$ cat src/rtl/com_bus_arb_pkg.sv
// Shared types and default sizing for the MESI common-bus arbiter.
package com_bus_arb_pkg;

   typedef enum logic [1:0] {
      IDLE    = 2'd0,
      OWN     = 2'd1,
      OWN_SNP = 2'd2,
      OWN_MEM = 2'd3
   } arb_state_t;

   localparam int DEF_NUM_PROC  = 8;
   localparam int DEF_NUM_SNOOP = 5;
   localparam int DEF_MAX_HOLD  = 1024;

endpackage

$ cat src/rtl/com_bus_arbiter_rr_picker.sv
// Combinational round-robin select: first requester at or after ptr, wrapping.
module rr_picker #(
   parameter int N  = 8,
   parameter int IW = (N > 1) ? $clog2(N) : 1
) (
   input  logic [N-1:0]  req,
   input  logic [IW-1:0] ptr,
   output logic [N-1:0]  onehot,
   output logic [IW-1:0] idx,
   output logic          valid
);

   localparam logic [IW:0] N_W = (IW+1)'(N);

   logic [2*N-1:0] dbl;
   logic [N-1:0]   rot;
   logic [IW:0]    sum;
   logic           found;

   // Rotating the doubled vector right by ptr puts ptr at bit 0, so the
   // lowest set bit of the low half is the next requester in RR order.
   always_comb begin
      dbl    = {req, req} >> ptr;
      rot    = dbl[N-1:0];
      found  = 1'b0;
      sum    = '0;
      idx    = '0;
      onehot = '0;
      for (int j = 0; j < N; j++) begin
         if (!found && rot[j]) begin
            found = 1'b1;
            sum   = {1'b0, ptr} + (IW+1)'(j);
         end
      end
      if (sum >= N_W) sum = sum - N_W;
      idx   = sum[IW-1:0];
      valid = found;
      if (found) onehot[idx] = 1'b1;
   end

endmodule

$ cat src/rtl/com_bus_arbiter.sv
// Common-bus arbiter: round-robin primary ownership for processor caches plus
// a secondary data-drive slot (snoop caches first, then memory) under an owner.
module com_bus_arbiter
   import com_bus_arb_pkg::*;
#(
   parameter int NUM_PROC  = DEF_NUM_PROC,
   parameter int NUM_SNOOP = DEF_NUM_SNOOP,
   parameter int MAX_HOLD  = DEF_MAX_HOLD
) (
   input  logic                 clk,
   input  logic                 rst,
   input  logic [NUM_PROC-1:0]  Com_Bus_Req_proc,
   input  logic [NUM_SNOOP-1:0] Com_Bus_Req_snoop,
   input  logic                 Mem_snoop_req,
   output logic [NUM_PROC-1:0]  Com_Bus_Gnt_proc,
   output logic [NUM_SNOOP-1:0] Com_Bus_Gnt_snoop,
   output logic                 Com_Bus_Gnt_snoop_any,
   output logic                 Mem_snoop_gnt,
   output logic                 arb_timeout
);

   localparam int PW = (NUM_PROC > 1) ? $clog2(NUM_PROC) : 1;
   localparam int HW = $clog2(MAX_HOLD + 1);
   localparam logic [HW-1:0] HOLD_MAX = HW'(MAX_HOLD);
   localparam logic [PW-1:0] PTR_LAST = PW'(NUM_PROC - 1);

   arb_state_t           state_q;
   logic [PW-1:0]        rr_ptr_q;
   logic [PW-1:0]        owner_q;
   logic [HW-1:0]        hold_cnt_q;
   logic [HW-1:0]        hold_cnt_d;
   logic [NUM_PROC-1:0]  gnt_proc_q;
   logic [NUM_SNOOP-1:0] gnt_snoop_q;
   logic                 gnt_snoop_any_q;
   logic                 mem_gnt_q;
   logic                 timeout_q;

   logic [NUM_PROC-1:0]  pick_onehot;
   logic [PW-1:0]        pick_idx;
   logic                 pick_valid;
   logic [NUM_SNOOP-1:0] snp_onehot;
   logic                 snp_valid;
   logic                 own_req;
   logic                 snp_hold;
   logic                 timeout_hit;

   rr_picker #(
      .N  (NUM_PROC),
      .IW (PW)
   ) u_rr_picker (
      .req    (Com_Bus_Req_proc),
      .ptr    (rr_ptr_q),
      .onehot (pick_onehot),
      .idx    (pick_idx),
      .valid  (pick_valid)
   );

   // Snoop slot is fixed priority: isolate the lowest set request bit.
   assign snp_onehot = Com_Bus_Req_snoop & (~Com_Bus_Req_snoop + 1'b1);
   assign snp_valid  = |Com_Bus_Req_snoop;

   assign own_req  = |(Com_Bus_Req_proc & gnt_proc_q);
   assign snp_hold = |(Com_Bus_Req_snoop & gnt_snoop_q);

   assign hold_cnt_d  = (hold_cnt_q == HOLD_MAX) ? hold_cnt_q : hold_cnt_q + 1'b1;
   assign timeout_hit = (state_q != IDLE) && (hold_cnt_d == HOLD_MAX);

   always_ff @(posedge clk or posedge rst) begin
      if (rst) begin
         state_q         <= IDLE;
         rr_ptr_q        <= '0;
         owner_q         <= '0;
         hold_cnt_q      <= '0;
         gnt_proc_q      <= '0;
         gnt_snoop_q     <= '0;
         gnt_snoop_any_q <= 1'b0;
         mem_gnt_q       <= 1'b0;
         timeout_q       <= 1'b0;
      end else begin
         if (timeout_hit) timeout_q <= 1'b1;
         case (state_q)
            IDLE: begin
               if (pick_valid) begin
                  state_q    <= OWN;
                  owner_q    <= pick_idx;
                  gnt_proc_q <= pick_onehot;
                  hold_cnt_q <= '0;
               end
            end
            default: begin
               hold_cnt_q <= hold_cnt_d;
               if (!own_req) begin
                  // Owner release aborts any secondary transfer in flight.
                  state_q         <= IDLE;
                  gnt_proc_q      <= '0;
                  gnt_snoop_q     <= '0;
                  gnt_snoop_any_q <= 1'b0;
                  mem_gnt_q       <= 1'b0;
                  rr_ptr_q        <= (owner_q == PTR_LAST) ? '0 : owner_q + 1'b1;
               end else begin
                  case (state_q)
                     OWN: begin
                        if (snp_valid) begin
                           state_q         <= OWN_SNP;
                           gnt_snoop_q     <= snp_onehot;
                           gnt_snoop_any_q <= 1'b1;
                        end else if (Mem_snoop_req) begin
                           state_q   <= OWN_MEM;
                           mem_gnt_q <= 1'b1;
                        end
                     end
                     OWN_SNP: begin
                        if (!snp_hold) begin
                           state_q         <= OWN;
                           gnt_snoop_q     <= '0;
                           gnt_snoop_any_q <= 1'b0;
                        end
                     end
                     OWN_MEM: begin
                        if (!Mem_snoop_req) begin
                           state_q   <= OWN;
                           mem_gnt_q <= 1'b0;
                        end
                     end
                     default: ;
                  endcase
               end
            end
         endcase
      end
   end

   assign Com_Bus_Gnt_proc      = gnt_proc_q;
   assign Com_Bus_Gnt_snoop     = gnt_snoop_q;
   assign Com_Bus_Gnt_snoop_any = gnt_snoop_any_q;
   assign Mem_snoop_gnt         = mem_gnt_q;
   assign arb_timeout           = timeout_q;

endmodule
$ cat config.mk
export PLATFORM = sky130hd
export DESIGN_NAME = com_bus_arbiter
export DESIGN_NICKNAME = d
export VERILOG_FILES = /design/src/rtl/com_bus_arb_pkg.sv /design/src/rtl/com_bus_arbiter_rr_picker.sv /design/src/rtl/com_bus_arbiter.sv
export SDC_FILE = /design/constraint.sdc
export NUM_CORES = 1
export LEC_CHECK = 0
export ABC_AREA = 1
export BUFFER_PORTS_ARGS = -buffer_cell sky130_fd_sc_hd__buf_2
export CORE_UTILIZATION = 37
export CTS_CLUSTER_SIZE = 24
export DETAILED_ROUTE_END_ITERATION = 12
export HOLD_SLACK_MARGIN = 0.05
export PLACE_DENSITY = 0.66
export REMOVE_ABC_BUFFERS = 1
export SLEW_MARGIN = 20
export SYNTH_ARGS = -nofsm -noshare
export SYNTH_HDL_FRONTEND = slang
export SYNTH_HIERARCHICAL = 1
export SYNTH_SLANG_ARGS = --single-unit
$ cat constraint.sdc
create_clock -name clk -period 2.85 [get_ports clk]
set_clock_uncertainty 0.15 [all_clocks]
set_input_delay 0.285 -clock clk [delete_from_list [all_inputs] [get_ports clk]]
set_output_delay 0.285 -clock clk [all_outputs]
set_load 0.03 [all_outputs]
# After elaboration in Yosys (flattened, before gate mapping)
# Index checks and enable logic that the tools add are counted.
# W data, S select, Z words.
[totals]
reg_bits = 35
input_bits = 16
out_inout_bits = 16
elab_cells = 123
[op_classes]
add_sub_neg = 11
n_lt_le_gt_ge = 3
n_eq_ne = 19
n_shift = 1
muxes = 47
bitwise = 6
n_reduce_logical = 27
[op_table]
columns = ["op", "n"]
rows = [
  ["$mux W11", 3],
  ["$mux W4", 7],
  ["$mux W8", 3],
  ["$eq A11 B11 Y1 const B", 2],
  ["$add A3 B3 Y4 const B", 4],
  ["$mux W1", 16],
  ["$shr A16 B3 Y8", 1],
  ["$mux W5", 3],
  ["$ne A3 B3 Y1 const B", 5],
  ["$mux W2", 7],
  ["$add A11 B1 Y11 const B", 1],
  ["$and A5 B5 Y5", 2],
  ["$pmux W5 S2", 1],
  ["$reduce_and A5 Y1", 2],
  ["$reduce_or A5 Y1", 2],
  ["$logic_and A1 B1 Y1", 9],
  ["$mux W3", 3],
  ["$add A3 B2 Y4 const B", 2],
  ["$and A8 B8 Y8", 1],
  ["$reduce_or A8 Y1", 1],
  ["$logic_not A1 Y1", 7],
  ["$ne A3 B1 Y1 const B", 2],
  ["$pmux W2 S3", 1],
  ["$reduce_and A2 Y1", 3],
  ["23 further kinds", 26],
]

# Depth between registers and ports, before layout
[depth]
word_depth = 31
depth_mapped = 19
mapped_depth_nobuf = 18

# Modules after synthesis
# The synthesis kept the hierarchy.
[by_module_without_submodules]
columns = ["module", "instances", "cells_each", "area_per_inst_um2", "seq_area_each_um2"]
rows = [
  ["com_bus_arbiter", 1, 256, 2005.7, 875.8],
  ["rr_picker", 1, 167, 868.3, 0.0],
]

# Worst setup path after synthesis
# Ideal clock, no wire load.
[synth_path]
path_kind = "flip-flop to flip-flop"
from = "reg rr_ptr_q[0]"
to = "reg owner_q[0]"
setup_ns = 0.125
arrival_time_ns = 2.236
t_required_ns = 2.575
setup_slack_ns = 0.339
path_stages_with_launch = 14
n_path_buf = 3
period_less_slack_ns = 2.511
cell_sequence = "dfrtp_1 -> buf_6 -> nand2_1 -> nand3_2 -> nand3_2 -> nand2_4 -> nor2_8 -> nand4_4 -> nor2_4 -> nand3_1 -> clkbuf_1 -> nand2_1 -> buf_2 -> mux2_2"
[synth_via]
elab_cells_between_ends = 42
cone_classes = "8 x add/sub; 1 x order compare; 1 x shift; 17 x mux; 15 x reduce/logical"
[synth_rtl]
columns = ["element", "line_no", "source"]
rows = [
  ["from (decl)", "com_bus_arbiter.sv:28", "logic [PW-1:0] rr_ptr_q;"],
  ["from (signal assigned)", "com_bus_arbiter.sv:99", "rr_ptr_q <= (owner_q == PTR_LAST) ? '0 : owner_q + 1'b1;"],
  ["$shr A16 B3 Y8 (*)", "com_bus_arbiter_rr_picker.sv:23", "dbl = {req, req} >> ptr;"],
  ["$mux W1", "com_bus_arbiter_rr_picker.sv:30", "if (!found && rot[j]) begin"],
  ["$logic_not A1 Y1", "com_bus_arbiter_rr_picker.sv:30", ""],
  ["$logic_and A1 B1 Y1", "com_bus_arbiter_rr_picker.sv:30", ""],
  ["$mux W1", "com_bus_arbiter_rr_picker.sv:30", ""],
  ["$logic_not A1 Y1", "com_bus_arbiter_rr_picker.sv:30", ""],
  ["$logic_and A1 B1 Y1", "com_bus_arbiter_rr_picker.sv:30", ""],
  ["$mux W1", "com_bus_arbiter_rr_picker.sv:30", ""],
  ["[9 not listed]", "--", ""],
  ["$logic_not A1 Y1", "com_bus_arbiter_rr_picker.sv:30", ""],
  ["$logic_and A1 B1 Y1", "com_bus_arbiter_rr_picker.sv:30", ""],
  ["$mux W1", "com_bus_arbiter_rr_picker.sv:30", ""],
  ["$logic_not A1 Y1", "com_bus_arbiter_rr_picker.sv:30", ""],
  ["$logic_and A1 B1 Y1", "com_bus_arbiter_rr_picker.sv:30", ""],
  ["$mux W1 (*)", "com_bus_arbiter_rr_picker.sv:30", ""],
  ["via pick_valid", "com_bus_arbiter.sv:40", "logic pick_valid;"],
  ["$reduce_and A2 Y1 (no line) (*)", "--", ""],
  ["to (signal assigned)", "com_bus_arbiter.sv:85", "owner_q <= pick_idx;"],
  ["to (decl)", "com_bus_arbiter.sv:29", "logic [PW-1:0] owner_q;"],
]
# Mark *: on every way through the listed nets, which the timed path passes. The rest lies on a longest branch.
# A chain may end at the register's enable or synchronous reset.

# Final worst setup path
[layout_path]
from = "reg rr_ptr_q[1]"
to = "reg state_q[1]"
[layout_via]
elab_chain_cells = 25
[layout_rtl]
columns = ["element", "line_no", "source"]
rows = [
  ["$shr A16 B3 Y8 (*)", "com_bus_arbiter_rr_picker.sv:23", ""],
  ["$mux W1", "com_bus_arbiter_rr_picker.sv:30", ""],
  ["$logic_not A1 Y1", "com_bus_arbiter_rr_picker.sv:30", ""],
  ["$logic_and A1 B1 Y1", "com_bus_arbiter_rr_picker.sv:30", ""],
  ["$mux W1", "com_bus_arbiter_rr_picker.sv:30", ""],
  ["$logic_not A1 Y1", "com_bus_arbiter_rr_picker.sv:30", ""],
  ["$logic_and A1 B1 Y1", "com_bus_arbiter_rr_picker.sv:30", ""],
  ["$mux W1", "com_bus_arbiter_rr_picker.sv:30", ""],
  ["[10 not listed]", "--", ""],
  ["$logic_and A1 B1 Y1", "com_bus_arbiter_rr_picker.sv:30", ""],
  ["$mux W1", "com_bus_arbiter_rr_picker.sv:30", ""],
  ["$logic_not A1 Y1", "com_bus_arbiter_rr_picker.sv:30", ""],
  ["$logic_and A1 B1 Y1", "com_bus_arbiter_rr_picker.sv:30", ""],
  ["$mux W1 (*)", "com_bus_arbiter_rr_picker.sv:30", ""],
  ["via pick_valid", "com_bus_arbiter.sv:40", ""],
  ["$ne A2 B2 Y1 (no line) (*)", "--", ""],
  ["$reduce_and A5 Y1 (no line) (*)", "--", ""],
  ["to (signal assigned)", "com_bus_arbiter.sv:70", "state_q <= IDLE;"],
  ["to (signal assigned)", "com_bus_arbiter.sv:84", "state_q <= OWN;"],
  ["to (signal assigned)", "com_bus_arbiter.sv:94", "state_q <= IDLE;"],
  ["to (decl)", "com_bus_arbiter.sv:27", "arb_state_t state_q;"],
]
# Marks and branches as above.

==> out/summary.md <==
Once the floorplan was initialized, standard cells occupied 39.00% of the core. Traced cell by cell, the critical path runs through inv_4 -> nand3_2 -> nand3_2 -> nand2_4 -> nor2_8 -> nand4_4 -> nor2_4 -> nand3_1 -> or2_4 -> nand2_1 -> nor2_1 -> nand3_1 -> nand2_1. For the portion of the post-synthesis area used by sequential elements, the log shows 30.47%. The critical path ends at state_q[1].

The H-tree was split into 2 levels. The tools report the antenna diode count as 0. For this run, the leading register cell type out of synthesis is sky130_fd_sc_hd__dfrtp_1.

The share of the cycle needed by the critical path after routing was 91.55%. In the layout the commonest cells are sky130_fd_sc_hd__nand2_1 (122), sky130_fd_sc_hd__nand3_1 (64), sky130_fd_sc_hd__nor2_1 (49). The floorplan step set the die height to 90.14 um. The depth of the most critical reg-to-reg path is 13. STA puts the critical path data arrival time at 2.65 ns. The worst path needs 2.609 ns of the cycle, external delays included.

The number of nets in the layout was 478; the data required time at the worst endpoint was 2.89 ns. The total number of vias was 2808. Counting flops with an async set or reset pin after synthesis yields a share of 100.0%.

The slowest stage of the critical path belongs to the cell sky130_fd_sc_hd__dfrtp_1. The number of synthesis warnings was 6; the number of sinks driven by the clock tree was 35. The startpoint identified for the worst register-to-register timing path is rr_ptr_q[1].

In the final routed layout, each cell accounts on average for 12.42 um. The overall power consumption was 3.482 mW; the remaining design rule violation count was 0. Leaving out fill and tap cells, the most frequent cell in the layout is sky130_fd_sc_hd__nand2_1. Sorting the synthesized cells by area gives the leading types as sky130_fd_sc_hd__dfrtp_1 (30%), sky130_fd_sc_hd__nand2_1 (16%), sky130_fd_sc_hd__nand3_1 (11%), sky130_fd_sc_hd__nor2_1 (6.4%), sky130_fd_sc_hd__inv_1 (6.0%). For this block, the initial DRC count from the detailed router was 152. The hold slack came out at 0.1080 ns. The highest net fanout along the worst path works out to 13. The tools report the remaining global-route overflow as 0.

The tools report the insertion delay of the later-clocked pin in the worst-skew pair as 0.29 ns. The first TritonRoute pass finished after 5 iterations. The flow ran to the end, and the final reports show no timing, DRC or antenna violations.

Sort of element at the end of the critical path: a flop. Number of antenna violations at the first check in global routing: 0. Leakage power figure: 1.740 nW. Cells fill 43.46% of the core in the end. The tools report the total count of hold-check failures in the final report as 0. The logs give 0.24 ns for the setup slack of the worst register-to-register path and 0 for the number of max-capacitance violations reported.

Clock-pin slew was measured on the worst setup and hold paths at 0.07 ns. Counting distinct cell types in the post-synthesis netlist gives 35. The cell depth of the worst min-delay path was 3; the maximum frequency from static timing analysis was 383.3 MHz. At the pin with the least slew margin, the transition time is 0.4673 ns. In this run the worst setup path begins at rr_ptr_q[1]. The average footprint of a synthesized cell was 6.794 sq um; the synthesized instance count was 423.

At the end of routability-driven placement, the weighted congestion stood at 0.8745. The total of flip-flops plus latches after synthesis came out at 35. The floorplan step defined a die boundary enclosing 8124 sq um.

The share of synthesized area in the top cell type comes to 30.47%. The worst hold path begins at Com_Bus_Req_snoop[0]. The tools report the peak ir drop on the vdd network as 348.7 uV.

The tools report the first-pass GRT wire length as 12160 um. Setup violations remaining at the end of the flow were counted as 0. Buffers inserted during clock tree synthesis total 5. The startpoint-to-endpoint class of the critical path was reg -> reg. The kind of path behind the tightest hold check is in -> reg.

Of all cell types, the one taking the most synthesized area is sky130_fd_sc_hd__dfrtp_1. The netlist area before placement is 2874 sq um. The endpoint of the lowest-slack register-to-register path is state_q[1].

The clock root buffer was sky130_fd_sc_hd__clkbuf_8. For the count of pins over their slew limit, the log shows 0. The tools report the number of global-route vias before repair as 2645.

The maximum single-stage delay on the critical path is 0.53 ns, and the largest net degree at the start of global routing is 36. The number of rows created at floorplan was 31; the count of flip-flops with a built-in enable after synthesis was 0. The die is 90.14 um wide. STA classifies the critical path startpoint as a flop.

For the number of top-level pins, the log shows 32. The logs give 18.04% for the overall fraction of global-route tracks in use and 5315 um for the HPWL reported at the end of detailed placement. TritonCTS built the clock tree. The number of buffers inserted by port buffering is 31, and the number of nets with antenna violations after detailed routing is 0. The run gives 2 as the worst-case clock buffer depth. Dividing the detail-routed via count by the number of cells gives 5.069. Relative to the synthesized area, the layout overhead comes to 11.45%. The run gives 7370 sq um as the placeable core region. The routed wire length was 6878 um; the remaining max-slew budget at the tightest pin was 68.77%. Adding up every negative setup slack in the final design gives 0 ns.

The power per cell area came out at 1087 nW/um^2. Setup repair after global routing left no endpoint under its margin. The post-route netlist has 18.68% of its cells at a drive strength greater than 1.
-- sequential cells by signal (all words and copies together), names as in the netlist --
name and count:
Com_Bus_Gnt_snoop 5, owner_q 3, Com_Bus_Gnt_snoop_any 1, arb_timeout 1, Mem_snoop_gnt 1, rr_ptr_q 3, state_q 2, Com_Bus_Gnt_proc 8
hold_cnt_q 11
-- logic make-up after synthesis --
logic type / synth area share, %
simple gates: 46.89
buf+inv: 9.273
mux: 1.175
flops: 30.47
xor+xnor: 2.133
fa+ha+maj: 2.612
compound gates: 7.445
-- power by group --
group | total [mW] | leakage (nW) | switching (mW) | internal [mW]
Sequential | 0.776 | 0.468 | 0.152 | 0.624
Clock | 0.337 | 0.0371 | 0.174 | 0.163
Combinational | 2.37 | 1.24 | 1.60 | 0.773
Total | 3.48 | 1.74 | 1.92 | 1.56
-- synthesized netlist by cell type, types with 2 or more instances --
master,number
sky130_fd_sc_hd__nand2_1,122
sky130_fd_sc_hd__nand3_1,64
sky130_fd_sc_hd__nor2_1,49
sky130_fd_sc_hd__inv_1,46
sky130_fd_sc_hd__dfrtp_1,35
sky130_fd_sc_hd__nand4_1,16
sky130_fd_sc_hd__o21ai_0,10
sky130_fd_sc_hd__nand3_2,7
sky130_fd_sc_hd__ha_1,6
sky130_fd_sc_hd__nand2_2,6
sky130_fd_sc_hd__o22ai_2,6
sky130_fd_sc_hd__buf_2,5
sky130_fd_sc_hd__o21ai_2,5
sky130_fd_sc_hd__xor2_1,5
sky130_fd_sc_hd__a21oi_1,4
sky130_fd_sc_hd__buf_4,3
sky130_fd_sc_hd__inv_2,3
sky130_fd_sc_hd__mux2_2,3
sky130_fd_sc_hd__nor2_2,3
sky130_fd_sc_hd__nor2_4,3
sky130_fd_sc_hd__nor3_1,3
sky130_fd_sc_hd__buf_6,2
sky130_fd_sc_hd__nand2_4,2
sky130_fd_sc_hd__nand3b_1,2
sky130_fd_sc_hd__o21ai_1,2
sky130_fd_sc_hd__xnor2_1,2
-- worst min-delay path by stage --
| stage | end | slack [ns] |
|---|---|---|
| floorplan | Com_Bus_Gnt_snoop[0] | 0.25 |
| global placement | hold_cnt_q[9] | 0.26 |
| detailed placement | hold_cnt_q[9] | 0.26 |
| CTS | Com_Bus_Gnt_snoop[0] | 0.10 |
| global route | Com_Bus_Gnt_snoop[2] | 0.12 |
| finish | Com_Bus_Gnt_snoop[0] | 0.11 |
-- cell type report --
cell class | instances | area, sq um
fill | 768 | 4167
sequential | 35 | 877.1
inverter | 50 | 195.2
multi-input combinational | 327 | 1732
timing repair buffer | 37 | 202.7
tap | 99 | 123.9
clock buffer | 6 | 72.57
-- worst max-delay path: cells and delay by family (launching register included) --
kind | cells | cell delay [ns]
buffers and inverters | 1 | 0.20
DFF | 1 | 0.53
and+or+nand+nor | 12 | 1.60
-- metal layers --
metal  vias up  GRT usage, %  share of wire (%)
met5         -             0                  0
met4         0         5.780                1.4
met1      1280         24.71                 49
li1       1441             -                  -
met3        11         2.707                4.2
met2        76         29.13                 45
-- stage by stage --
| step | area, sq um | setup WS [ns] | std cells |
|---|---|---|---|
| 2_1_floorplan | 2800 | 0.2433 | 412 |
| 3_3_place_gp | 3117 | 0.2665 | 547 |
| 3_5_place_dp | 3117 | 0.1631 | 547 |
| 4_1_cts | 3199 | 0.1492 | 554 |
| 5_1_grt | 3203 | 0.01618 | 554 |
| 6_report | 3203 | 0.2409 | 554 |
-- timing repair --
| action | CTS | global route |
|---|---|---|
| endpoints found under the setup margin | 0 | 1 |
| buffers inserted | 0 | 0 |
| resized for setup | 0 | 2 |
| hold endpoints to repair | 35 | 0 |
| hold buffers | 1 | 0 |
No activity file was read; power rests on OpenSTA's default activity.
